[src/rtl/ccff_pkg.sv]
// ccff_pkg: shared FSM state type and pass geometry helper for the config-chain loader
package ccff_pkg;
  typedef enum logic [1:0] {IDLE, LOAD, CHECK, DONE} state_t;
  typedef struct packed {
    int words;
    int last_bits;
  } pass_geom_t;
  function automatic pass_geom_t pass_geom(input int chain_len, input int word_w);
    pass_geom_t g;
    g.words = (chain_len + word_w - 1) / word_w;
    g.last_bits = (chain_len % word_w == 0) ? word_w : chain_len % word_w;
    return g;
  endfunction
endpackage

[src/rtl/ccff_word_serializer.sv]
// ccff_word_serializer: buffers accepted words and shifts nbits of each MSB-first onto a registered head/enable pair
module ccff_word_serializer
  import ccff_pkg::*;
#(
  parameter int WORD_W = 8,
  parameter int LW = $clog2(WORD_W + 1)
) (
  input  logic              clk,
  input  logic              rst_n,
  input  logic              allow,
  input  logic [LW-1:0]     nbits,
  input  logic [WORD_W-1:0] word_in,
  input  logic              word_valid,
  output logic              word_ready,
  output logic              take,
  output logic              head,
  output logic              clk_en
);
  logic [WORD_W-1:0] sh;
  logic [LW-1:0] left;
  assign word_ready = allow && left == '0;
  assign take = word_ready && word_valid;
  always_ff @(posedge clk or negedge rst_n)
    if (!rst_n) begin
      sh <= '0;
      left <= '0;
      head <= 1'b0;
      clk_en <= 1'b0;
    end else if (take) begin
      head <= word_in[WORD_W-1];
      clk_en <= 1'b1;
      sh <= word_in << 1;
      left <= nbits - LW'(1);
    end else if (left != '0) begin
      head <= sh[WORD_W-1];
      clk_en <= 1'b1;
      sh <= sh << 1;
      left <= left - LW'(1);
    end else
      clk_en <= 1'b0;
endmodule

[src/rtl/ccff_chain_loader.sv]
// ccff_chain_loader: drives a config chain (ccff_head/ccff_clk_en) from a word stream, with optional readback pass
module ccff_chain_loader
  import ccff_pkg::*;
#(
  parameter int WORD_W = 8,
  parameter int CHAIN_LEN = 36,
  parameter bit VERIFY = 1'b1,
  parameter int CNT_W = $clog2(CHAIN_LEN + 1)
) (
  input  logic              prog_clk,
  input  logic              pReset_n,
  input  logic              start,
  input  logic [WORD_W-1:0] word_in,
  input  logic              word_valid,
  output logic              word_ready,
  output logic              ccff_head,
  output logic              ccff_clk_en,
  input  logic              ccff_tail,
  output logic              busy,
  output logic              done,
  output logic              verify_err,
  output logic [CNT_W-1:0]  bit_count
);
  localparam pass_geom_t GEOM = pass_geom(CHAIN_LEN, WORD_W);
  localparam int WORDS = GEOM.words;
  localparam int LAST = GEOM.last_bits;
  localparam int TOTAL = VERIFY ? 2 * WORDS : WORDS;
  localparam int LW = $clog2(WORD_W + 1);
  localparam int AW = $clog2(2 * WORDS + 1);
  state_t state, state_nx;
  logic [AW-1:0] acc;
  logic [LW-1:0] nbits;
  logic take, allow, last_bit, last_word, restart;
  assign busy = state == LOAD || state == CHECK;
  assign done = state == DONE;
  assign restart = start && (state == IDLE || state == DONE);
  assign allow = busy && acc < AW'(TOTAL);
  assign last_word = acc == AW'(WORDS - 1) || (VERIFY && acc == AW'(2 * WORDS - 1));
  assign nbits = last_word ? LW'(LAST) : LW'(WORD_W);
  assign last_bit = ccff_clk_en && bit_count == CNT_W'(CHAIN_LEN - 1);
  ccff_word_serializer #(.WORD_W(WORD_W)) u_ser (
    .clk(prog_clk),
    .rst_n(pReset_n),
    .allow(allow),
    .nbits(nbits),
    .word_in(word_in),
    .word_valid(word_valid),
    .word_ready(word_ready),
    .take(take),
    .head(ccff_head),
    .clk_en(ccff_clk_en)
  );
  always_comb begin
    state_nx = restart ? LOAD :
               !last_bit ? state :
               (state == LOAD && VERIFY) ? CHECK :
               busy ? DONE : state;
  end
  always_ff @(posedge prog_clk or negedge pReset_n)
    if (!pReset_n) state <= IDLE;
    else state <= state_nx;
  always_ff @(posedge prog_clk or negedge pReset_n)
    if (!pReset_n) begin
      acc <= '0;
      bit_count <= '0;
      verify_err <= 1'b0;
    end else begin
      acc <= restart ? '0 : acc + AW'(take);
      bit_count <= restart ? '0 :
                   !ccff_clk_en ? bit_count :
                   last_bit ? (state_nx == CHECK ? '0 : CNT_W'(CHAIN_LEN)) :
                   bit_count + CNT_W'(1);
      verify_err <= restart ? 1'b0 :
                    verify_err | (VERIFY && state == CHECK && ccff_clk_en && ccff_tail != ccff_head);
    end
endmodule

[config.mk]
export PLATFORM = sky130hd
export DESIGN_NAME = ccff_chain_loader
export DESIGN_NICKNAME = d
export VERILOG_FILES = /design/src/rtl/ccff_pkg.sv /design/src/rtl/ccff_word_serializer.sv /design/src/rtl/ccff_chain_loader.sv
export SDC_FILE = /design/constraint.sdc
export NUM_CORES = 1
export LEC_CHECK = 0
export ABC_CLOCK_PERIOD_IN_PS = 2040
export CAP_MARGIN = 20
export CORE_MARGIN = 1
export CORE_UTILIZATION = 45
export DETAILED_ROUTE_END_ITERATION = 8
export HOLD_SLACK_MARGIN = 0.12
export PLACE_DENSITY_LB_ADDON = 0.1
export SETUP_SLACK_MARGIN = 0.1
export SYNTH_ARGS = -nofsm -noshare
export SYNTH_HDL_FRONTEND = slang
export SYNTH_SLANG_ARGS = --single-unit
export TNS_END_PERCENT = 30
[constraint.sdc]
create_clock -name prog_clk -period 2.04 [get_ports prog_clk]
set_input_delay 0.306 -clock prog_clk [delete_from_list [all_inputs] [get_ports prog_clk]]
set_output_delay 0.306 -clock prog_clk [all_outputs]
set_load 0.02 [all_outputs]
== Word-level counts from Yosys, hierarchy flattened ==
Index checks and enable logic that the tools add are counted.
Word-level totals
  register bits after elaboration: 27
  input port bits: 13
  output and inout port bits: 12
  word-level logic and storage cells: 56
Cells by class
  add/sub/neg operators: 4
  order comparisons: 1
  eq/ne operators: 8
  multiplexer cells: 19
  bitwise gates (word level): 1
  reduce and logical (&&, ||, !) cells: 15
Operators by type and width (count)
  $mux W6: 4
  $mux W4: 4
  $mux W8: 2
  $mux W2: 4
  $sub A4 B1 Y4 const B: 2
  $logic_and A1 B1 Y1: 7
  $add A6 B1 Y6 const B: 1
  $eq A2 B2 Y1 const B: 3
  $eq A6 B6 Y1 const B: 1
  $mux W1: 5
  $add A4 B1 Y4: 1
  $eq A4 B3 Y1 const B: 1
  $eq A4 B4 Y1 const B: 1
  $logic_not A4 Y1: 1
  $lt A4 B4 Y1 const B: 1
  $reduce_bool A2 Y1: 2
  $reduce_bool A4 Y1: 1
  $logic_or A1 B1 Y1: 3
  $eq A2 B1 Y1 const B: 1
  $logic_not A2 Y1: 1
  $ne A1 B1 Y1: 1
  $or A1 B1 Y1: 1

== Logic depth before layout (Yosys ltp) ==
Gate-level depths: netlist of the first run.
  depth in word-level cells: 11
  mapped depth: 10
  mapped depth without buffers: 9

== Hierarchy ==
A second synthesis of the first run with hierarchy kept.
Unflattened totals
  cells, all modules: 129
  area, all modules: 1366.3 µm²
By module, submodules not included
  ccff_chain_loader: times used 1, cells an instance 71, area each 716.9 µm², seq. area each 325.3 µm²
  ccff_word_serializer: times used 1, cells an instance 58, area each 649.4 µm², seq. area each 325.3 µm²

== Worst setup path before layout of the first run ==
OpenSTA, ideal clock, no wires.
  path kind: register -> register
  from: register u_ser.left[0]
  to: register acc[1]
  setup time: 127 ps
  arrival time: 1786 ps
  required time: 1913 ps
  path slack: 127 ps
  cell stages (with the launch flop): 10
  path buffers: 1
  period minus slack after synthesis: 1913 ps
  path through: dfrtp_1 > inv_1 > ha_1 > nand2b_1 > nand2b_1 > clkbuf_1 > nor2_1 > ha_1 > ha_1 > nor2b_1
On the way
  word-level cells in the longest chain between the ends: 5
Ends and longest elaborated chain
  start, declared: RTL line ccff_word_serializer.sv:20  | logic [LW-1:0] left;
  start signal, assigned: RTL line ccff_word_serializer.sv:33  | left <= nbits - LW'(1);
  start signal, assigned: RTL line ccff_word_serializer.sv:38  | left <= left - LW'(1);
  $logic_not A4 Y1: RTL line ccff_word_serializer.sv:21  | assign word_ready = allow && left == '0;
  $logic_and A1 B1 Y1: RTL line ccff_word_serializer.sv:21
  $logic_and A1 B1 Y1: RTL line ccff_word_serializer.sv:22  | assign take = word_ready && word_valid;
  $add A4 B1 Y4: RTL line ccff_chain_loader.sv:68  | acc <= restart ? '0 : acc + AW'(take);
  $mux W4: RTL line ccff_chain_loader.sv:68
  end signal, assigned: RTL line ccff_chain_loader.sv:68
  end, declared: RTL line ccff_chain_loader.sv:31  | logic [AW-1:0] acc;
Every way passes these cells.
A chain may end at the register's enable or synchronous reset.

== Worst setup path in the final report of the first run ==
  from: register u_ser.left[0]
  to: output word_ready
On the way
  word-level cells in the longest chain between the ends: 2
Ends and longest elaborated chain
  $logic_not A4 Y1: RTL line ccff_word_serializer.sv:21
  $logic_and A1 B1 Y1: RTL line ccff_word_serializer.sv:21
  end, declared: RTL line ccff_chain_loader.sv:15  | output logic word_ready,
Every way passes these cells.

==> results.md, run 1 <==
* Busiest layer in global routing: met2
* Final net count at approximately 180
* Worst slew margin at approximately 80%
* Wire length of the first global-routing pass at ~4.1 mm
* CP Max Fanout at 3
* Met3 usage at approximately 4.6%
* Dpl ws at 0.0909 ns
* Area of the multi-input gates at approximately 640 um^2
* Initial antenna violation count at 0
* Register area share after synthesis at approximately half
* Gpl congestion at a little under 0.8
* Worst Hold Class: in2async
* Required time of the critical path at roughly 1.7 ns
* CTS tree: yes
* Dpl cells at 186
* Compound-gate portion of the synthesized area at 11.1%
* Reg clk slew, reported paths at roughly 0.13 ns
* Total CTS buffers at 3
* Vias in the first global route at around 1000
* Crit path from: u_ser.left[0]
* Crit share post-route at 89.0%
* Mean Syn Cell Area at roughly 10 um^2
* M2 GR Usage at 27.4%
* Setup violation total in the final timing report at 0
* Met1 Track Usage GR at a little over a fifth
* Worst setup margin at about 0.23 ns
* Slew Viols, Final at 0
* Die height at around 57 um
* Congestion Overflow GR at 0
* Number of enable flip-flop cells after synthesis at 0
* DRT antenna net count at 0
* Pin count of the biggest net entering global routing at 27
* Adder-Cell Fraction of Synth Area at ~7.5%
* Ports at 25
* Post-route DRC at 0
* Fmax at around 550 MHz
* Latest clock arrival within the worst-skew pair at slightly above 0.3 ns
* Post-Syn Instances at between 100 and 150
* Final core utilization at 59.8%
* Commonest non-fill, non-tap cells in the layout: dfrtp_1 (26), clkdlybuf4s50_1 (22), nor2_1 (14), nand2_1 (11), mux2i_1 (10)
* Fin cells at between 150 and 200
* Maxcap violations at 0
* Crit path time final at 1.81 ns
* Root buffer cell: clkbuf_4
* Synthesis-to-finish area growth at 24.4%
* Hpwl dp at 1.82 mm
* Status: completed
* Port-buffer cells at 24
* Mux share of post-synthesis cell area at under 10%
* Worst EP arrival at ~1.5 ns
* Synth Area in Simple Gates at about 18%
* N_diodes at 0
* Worst Reg-to-Reg Cells at 8
* Wire per inst at roughly 12 um
* Gr usage total at 16.5%
* Fin. Hold Viols at 0
* Layout cell share with drive strength beyond 1 at roughly a tenth
* PD cells at approximately 1200 nW/um^2
* Initial Utilization at around 48%
* Final TNS setup at 0 ns
* Slew @ Worst Pin at between 0.3 and 0.4 ns
* CTS sink count at 26
* Die area at between 3000 and 4000 um^2
* FF-to-FF Start: state[1]
* Tot Pwr at between 2 and 2.5 mW
* Yosys Warn Count at 0
* WL final at between 2 and 2.5 mm
* First DRT Iteration DRCs at 38
* Yosys cell types at 31
* CORE AREA at 2780 um^2
* Largest family of logic cells by synthesized area: simple AND/OR/NAND/NOR gates
* TritonRoute pass-1 iters at 4
* Setup Buffers After CTS at 0
* Worst setup SP type: flip-flop
* CTS HTree Levels at 1
* Vias/cell at approximately 5.4
* Top_reg_cell synth: dfrtp_1
* Synth Net Count at 150
* Area of the mapped netlist at 1340 um^2
* RSZ-0062 raised after global routing: true
* Chip width at approximately 57 um
* CP Capture Type: primary output
* Critical path endpoint: word_ready
* Total vias in the final route at just over 1k
* Leakage power at ~0.79 nW
* R2r endpoint: acc[1]
* Commonest non-fill, non-tap cell in the layout: dfrtp_1
* Peak VDD IR at about 0.84 mV
* R2R Setup Slk at between 0.2 and 0.25 ns
* Filler instances at about 240
* Fin Clk Skew at ~0.0066 ns
* Setup CP Type: reg2out
* Flop and latch count out of synthesis at 26
* Post-synth ARST share at 100%
* # rows at 19
* Xor and xnor fraction of the mapped netlist area at around 3.3%
* Longest Clk Path Bufs at 2
* Sequential cell area at roughly 650 um^2
how the worst min path moves through the flow:
| stage | cells past startpoint | endpoint | startpoint | slack [ns] |
|---|---|---|---|---|
| after floorplan | 0 | acc[0] | pReset_n | 0.01 |
| after global placement | 2 | u_ser.sh[6] | u_ser.sh[5] | 0.46 |
| after detailed placement | 2 | u_ser.head | u_ser.sh[7] | 0.47 |
| after CTS | 2 | bit_count[4] | pReset_n | 0.33 |
| after global routing | 2 | verify_err | pReset_n | 0.36 |
| final | 2 | verify_err | pReset_n | 0.33 |
power by group:
group          total [mW]  switching, mW  internal [mW]
logic               0.916          0.472          0.444
registers           0.856          0.170          0.686
clock network       0.251          0.142          0.109
repair_timing:
action,4_1_cts,5_1_grt
gates resized for setup,5,3
hold buffers,0,0
endpoints found under the setup margin,2,2
pin swaps,0,0
kinds of logic after synthesis:
| family | after synthesis |
|---|---|
| mux | 11 |
| flops | 26 |
| compound gates | 23 |
| buf+inv | 10 |
| fa+ha+maj | 8 |
| simple gates | 46 |
| xor+xnor | 5 |
worst max-delay path: stages, from the launching register on:
cell and delay (ns):
dfrtp_1 0.39, inv_1 0.10, ha_1 0.18, nand2b_1 0.09, nor2_2 0.13, and3_1 0.16, buf_2 0.15
layer usage:
metal	routed length (um)	vias up	part of all wire, %
li1	-	512	-
met1	1120	493	47
met2	1140	19	48
met3	94	2	4.0
met4	17	0	0.72
met5	0	-	0
area by class of cell:
cell class,instances,area share (%)
sequential,26,39.1
multi-input combinational,93,38.7
timing repair buffer,29,16.1
tap,31,2.33
clock buffer,4,2.18
inverter,7,1.58
cell usage after synthesis, drive strengths merged (2+ instances only):
| cell | number | area [um^2] |
|---|---|---|
| nand3 | 6 | 35.0 |
| clkbuf | 2 | 7.51 |
| dfrtp | 26 | 651 |
| mux2i | 10 | 100 |
| a211oi | 2 | 15.0 |
| nand2b | 2 | 12.5 |
| a21oi | 3 | 15.0 |
| inv | 7 | 26.3 |
| nor2b | 3 | 18.8 |
| xor2 | 4 | 35.0 |
| nand4 | 2 | 12.5 |
| a31oi | 3 | 18.8 |
| and3 | 2 | 12.5 |
| o21ai | 8 | 40.0 |
| nand2 | 11 | 41.3 |
| a31o | 2 | 17.5 |
| or3 | 2 | 12.5 |
| ha | 8 | 100 |
| nor2 | 15 | 56.3 |
metrics by stage:
step,hold WS [ns],cell area (um^2)
after floorplan,0.0104,1340
after global placement,0.459,1640
after detailed placement,0.467,1640
after CTS,0.331,1670
after global routing,0.356,1660
final,0.334,1660
flip-flops by register name (all words and copies together), names as in the netlist:
name          flops
u_ser.head        1
acc               4
u_ser.left        4
verify_err        1
u_ser.sh          7
u_ser.clk_en      1
state             2
bit_count         6
Note: power is estimated with default switching activity, not from simulation.
==> run 2: changes to the inputs <==
Settings changed: ABC_CLOCK_PERIOD_IN_PS 2040 to 2200, CAP_MARGIN 20 to 10.
Clock period 2.04 ns to 2.2 ns, I/O delays scaled along.
==> run 2 against run 1 <==
Effect of this change: critical path depth is 2 lower; final area is 0.45% higher; first-iteration DRC count is 63% lower; non-clock buffer count stayed put; final cell count stayed put; worst hold slack better by 0.029 ns; core utilization is 0.27 points higher; clock skew hardly changed; global-route usage is 0.69 points higher; via count is 0.68% higher; combinational power is 7.2% lower; critical endpoint unchanged; largest power group unchanged; highest routed layer unchanged.
==> results.md, run 2 (synthesized netlist as in run 1, its figures left out) <==
* Hpwl dp at between 1.5 and 2 mm
* Most flops, register: u_ser.sh
* Ports at 25
* CP Capture Type: primary output
* Longest Clk Path Bufs at 2
* Layout Cell Area excl Fill at about 1700 um^2
* RSZ-0062 raised after global routing: false
* CTS sink count at 26
* Wire length of the first global-routing pass at between 4 and 5 mm
* Crit path time final at 1.89 ns
* Die height at around 57 um
* # rows at 19
* Logic gate share of total power at between 40% and 50%
* Vias/cell at roughly 5.4
* Dpl cells at around 190
* Sequential Power Share at around 42%
* Reg clk slew, reported paths at between 0.1 and 0.15 ns
* Largest registers: u_ser.sh: 7 flops, bit_count: 6 flops
* Worst EP arrival at about 1.6 ns
* Switching share of power at between 30% and 40%
* DRT antenna net count at 0
* Final net count at 181
* Slew Viols, Final at 0
* TritonRoute pass-1 iters at 4
* Worst setup SP type: flip-flop
* Die area at about 3200 um^2
* Top sig layer: met4
* First DRT Iteration DRCs at 14
* Vias in the first global route at between 1k and 1.5k
* Layout cell share with drive strength beyond 1 at 10.1%
* Placed inst area at 1640 um^2
* CORE AREA at approximately 2800 um^2
* M1 WL at ~1.2 mm
* Setup violation total in the final timing report at 0
* Synthesis-to-finish area growth at 25.0%
* Pin count of the biggest net entering global routing at 27
* Tot Pwr at ~1.9 mW
* Required time of the critical path at approximately 1.9 ns
* Initial Utilization at between 40% and 50%
* Root buffer cell: clkbuf_4
* Slew @ Worst Pin at 0.330 ns
* Post-route DRC at 0
* PD cells at 1130 nW/um^2
* Fin. Hold Viols at 0
* Met3 routed WL at 56 um
* Clock share of power at between 10 and 15%
* Commonest non-fill, non-tap cell in the layout: dfrtp_1
* Chip width at about 57 um
* Congestion Overflow GR at 0
* Commonest non-fill, non-tap cells in the layout: dfrtp_1 (26), clkdlybuf4s50_1 (22), nor2_1 (14), nand2_1 (11), mux2i_1 (10)
* Leakage power at 0.793 nW
* Total CTS buffers at 3
* Setup CP Type: reg2out
* Gpl congestion at 0.788
* Gr usage total at 17.2%
* Routed wl met2 at 1.19 mm
* Maxcap violations at 0
* Fin cells at between 150 and 200
* Initial antenna violation count at 0
* Port-buffer cells at 24
* P_sw at 728 uW
* Total vias in the final route at a little over 1k
* Setup Buffers After CTS at 0
* Crit share post-route at 85.8%
* Latest clock arrival within the worst-skew pair at between 0.3 and 0.4 ns
* Status: completed
* Max reg flops at 7
* CP Max Fanout at 6
* Wire per inst at about 13 um
* Worst slew margin at 78.0%
* Power Internal at approximately 1.2 mW
* Peak VDD IR at 0.859 mV
* CTS HTree Levels at 1
* Worst Hold Class: in2async
* N_diodes at 0
* CTS tree: yes
* WL final at about 2.4 mm
* Fin Clk Skew at roughly 0.0069 ns
* Final TNS setup at 0 ns
* Fmax at approximately 530 MHz
==> run 2: cell count changes in the layout (fill, tap and decap cells not counted) <==
cell | previous run | this run
buf_2 | 1 | 0
dlymetal6s2s_1 | 0 | 1
==> run 2: worst max-delay path: stages (launching register included) <==
cell and delay (ns):
dfrtp_1 0.43, inv_1 0.10, ha_1 0.38, and3_1 0.17, clkbuf_2 0.16
==> run 2: layer usage <==
metal  vias up  track usage [%]
li1        511                -
met1       507             22.0
met2        13             29.6
met3         2             2.07
met4         0             6.27
met5         -                0
==> run 2: final timing paths <==
check / start / endpoint / slack (ns) / cells past startpoint
worst max-delay path: state[1] / word_ready / 0.31 / 4
worst min-delay path: pReset_n / verify_err / 0.36 / 2
worst max register to register: state[1] / acc[1] / 0.43 / 7
worst min register to register: u_ser.sh[5] / u_ser.sh[6] / 0.50 / 2
max in group asynchronous: pReset_n / u_ser.left[2] / 1.58 / 2
min in group prog_clk: u_ser.sh[5] / u_ser.sh[6] / 0.50 / 2
==> run 2: timing repair <==
item                       4_1_cts  5_1_grt
pin swaps                        0        0
setup endpoints to repair        2        2
resized for setup                1        4
hold buffers                     0        0
==> run 2: cell type report <==
type	count	area, um^2
inverters	7	26.3
well taps	31	38.8
clock buffers	4	36.3
fillers	237	1110
repair buffers	29	275
multi-input cells	93	644
flip-flops and latches	26	651
==> run 2: metrics by stage <==
stage / util, % / setup WS [ns] / hold WS (ns)
after floorplan: - / 0.287 / 0.0344
after global placement: 58.8 / 0.270 / 0.460
after detailed placement: 58.8 / 0.218 / 0.467
after CTS: 60.1 / 0.00180 / 0.371
after global routing: 60.1 / 0.162 / 0.380
final: 60.1 / 0.313 / 0.363
==> run 2: power by group through the flow <==
stage	Combinational, mW	Sequential [mW]	Clock [mW]
floorplan	0.506	0.844	0
global placement	0.847	0.797	0
detailed placement	0.868	0.804	0
CTS	0.864	0.793	0.244
global route	0.954	0.819	0.266
finish	0.850	0.795	0.236
==> run 3: changes to the inputs <==
Settings changed: TNS_END_PERCENT 30 to 100.
==> run 3 against run 2 <==
Effect of this change: fmax fell by 1.3%; die area did not move; via count barely moved; first-iteration DRC count did not move; wire length did not move; total power fell by 0.22%; non-clock buffer count did not move; clock power barely moved; setup slack got worse by 0.024 ns; critical path type unchanged; critical endpoint is now busy; highest routed layer unchanged.
==> results.md, run 3 (synthesized netlist as in run 1, its figures left out) <==
* Fmax at roughly 520 MHz
* Ports at 25
* Latest clock arrival within the worst-skew pair at slightly above 0.3 ns
* Longest Clk Path Bufs at 2
* Worst setup margin at approximately 0.29 ns
* CTS sink count at 26
* Hold Slack at between 0.3 and 0.4 ns
* Total vias in the final route at 1032
* R2R Setup Slk at 0.43 ns
* # rows at 19
* Pin count of the biggest net entering global routing at 27
* Fin. Hold Viols at 0
* Dpl cells at between 150 and 200
* Required time of the critical path at around 1.9 ns
* Maxcap violations at 0
* Slew @ Worst Pin at ~0.33 ns
* Hpwl dp at 1.84 mm
* Root buffer cell: clkbuf_4
* Largest registers: u_ser.sh: 7 flops, bit_count: 6 flops
* Reg clk slew, reported paths at around 0.14 ns
* CP Capture Type: primary output
* PD cells at between 1000 and 1500 nW/um^2
* Commonest non-fill, non-tap cells in the layout: dfrtp_1 (26), clkdlybuf4s50_1 (22), nor2_1 (14), nand2_1 (11), mux2i_1 (10)
* Port-buffer cells at 24
* TritonRoute pass-1 iters at 4
* WL final at 2.43 mm
* CP max stage cell: dfrtp_1
* Wire per inst at around 13 um
* Setup violation total in the final timing report at 0
* Dpl ws at around 0.22 ns
* RSZ-0062 raised after global routing: false
* Total CTS buffers at 3
* Synthesis-to-finish area growth at 24.7%
* Crit path max-delay family: buffers and inverters
* Final TNS setup at 0 ns
* Worst path max stage delay at between 0.4 and 0.5 ns
* CP cell instances: inv_1 -> ha_1 -> dlygate4sd2_1
* Gr usage total at approximately 17%
* Worst Hold Class: in2async
* Worst setup SP type: flip-flop
* Initial antenna violation count at 0
* Crit share post-route at between 80% and 90%
* WP buf/inv at 2
* Crit path time final at 1.91 ns
* Commonest non-fill, non-tap cell in the layout: dfrtp_1
* CORE AREA at 2780 um^2
* Worst EP arrival at 1.58 ns
* Chip width at 56.5 um
* Fin Clk Skew at just under 0.007 ns
* Post-route DRC at 0
* DRT antenna net count at 0
* Status: completed
* Setup Buffers After CTS at 0
* Congestion Overflow GR at 0
* Initial Utilization at 48.1%
* Gpl congestion at slightly below 0.8
* Setup CP Type: reg2out
* Final net count at about 180
* CTS tree: yes
* Die area at around 3200 um^2
* Slew Viols, Final at 0
* CP Max Fanout at 6
* Peak VDD IR at 0.858 mV
* Wire length of the first global-routing pass at around 4.3 mm
* Layout cell share with drive strength beyond 1 at between 10% and 20%
* Fin cells at 190
* Max reg flops at 7
* N_diodes at 0
* Vias in the first global route at 1003
* CTS HTree Levels at 1
* Leakage power at a little under 0.8 nW
* Most flops, register: u_ser.sh
* Die height at 56.5 um
* Vias/cell at ~5.4
* Worst slew margin at roughly four fifths
* First DRT Iteration DRCs at 14
## run 3: changes by cell type in the layout (fill, tap and decap cells not counted)
cell	change
dlygate4sd2_1	+1
dlymetal6s2s_1	-1
## run 3: worst paths after layout
check | startpoint | depth (start not counted) | endpoint
max in group asynchronous | pReset_n | 2 | u_ser.left[2]
min | pReset_n | 2 | verify_err
max reg2reg | state[1] | 7 | acc[1]
max | state[1] | 3 | busy
min in group prog_clk | u_ser.sh[5] | 2 | u_ser.sh[6]
min reg2reg | u_ser.sh[5] | 2 | u_ser.sh[6]
## run 3: worst register-to-register path: stages (launching register included)
cell,delay (ns)
dfrtp_1,0.43
inv_1,0.10
ha_1,0.38
nand3_1,0.11
nor2_1,0.10
ha_1,0.19
ha_1,0.23
nor2b_1,0.13
## run 3: layout make-up
class	instances	area [um^2]
multi-input cells	93	644
inverters	7	26.3
fillers	238	1110
flip-flops and latches	26	651
clock buffers	4	36.3
repair buffers	29	272
well taps	31	38.8
## run 3: what timing repair did
item                       in CTS  in global routing
setup endpoints to repair       2                  1
hold buffers                    0                  0
resized for setup               2                  3
## run 3: where the power goes
part | leakage [nW] | switching [mW] | internal, mW
logic | 0.435 | 0.434 | 0.411
clock network | 0.0210 | 0.135 | 0.101
registers | 0.333 | 0.159 | 0.636
## run 3: per-layer routing
layer  vias to the layer above  wire (um)  part of all wire (%)  GRT usage [%]
met5                         -          0                     0              0
met4                         0         17                  0.70           6.27
met3                         2         56                   2.3           2.07
met2                        13       1190                    49           29.6
met1                       506       1170                    48           22.0
li1                        511          -                     -              -
## run 3: metrics by stage
step / instance area (um^2) / utilization, % / power, mW
3_3_place_gp: 1640 / 58.8 / 1.64
3_5_place_dp: 1640 / 58.8 / 1.67
4_1_cts: 1670 / 60.0 / 1.90
6_report: 1670 / 60.0 / 1.88
5_1_grt: 1670 / 60.0 / 2.03
2_1_floorplan: 1340 / - / 1.35
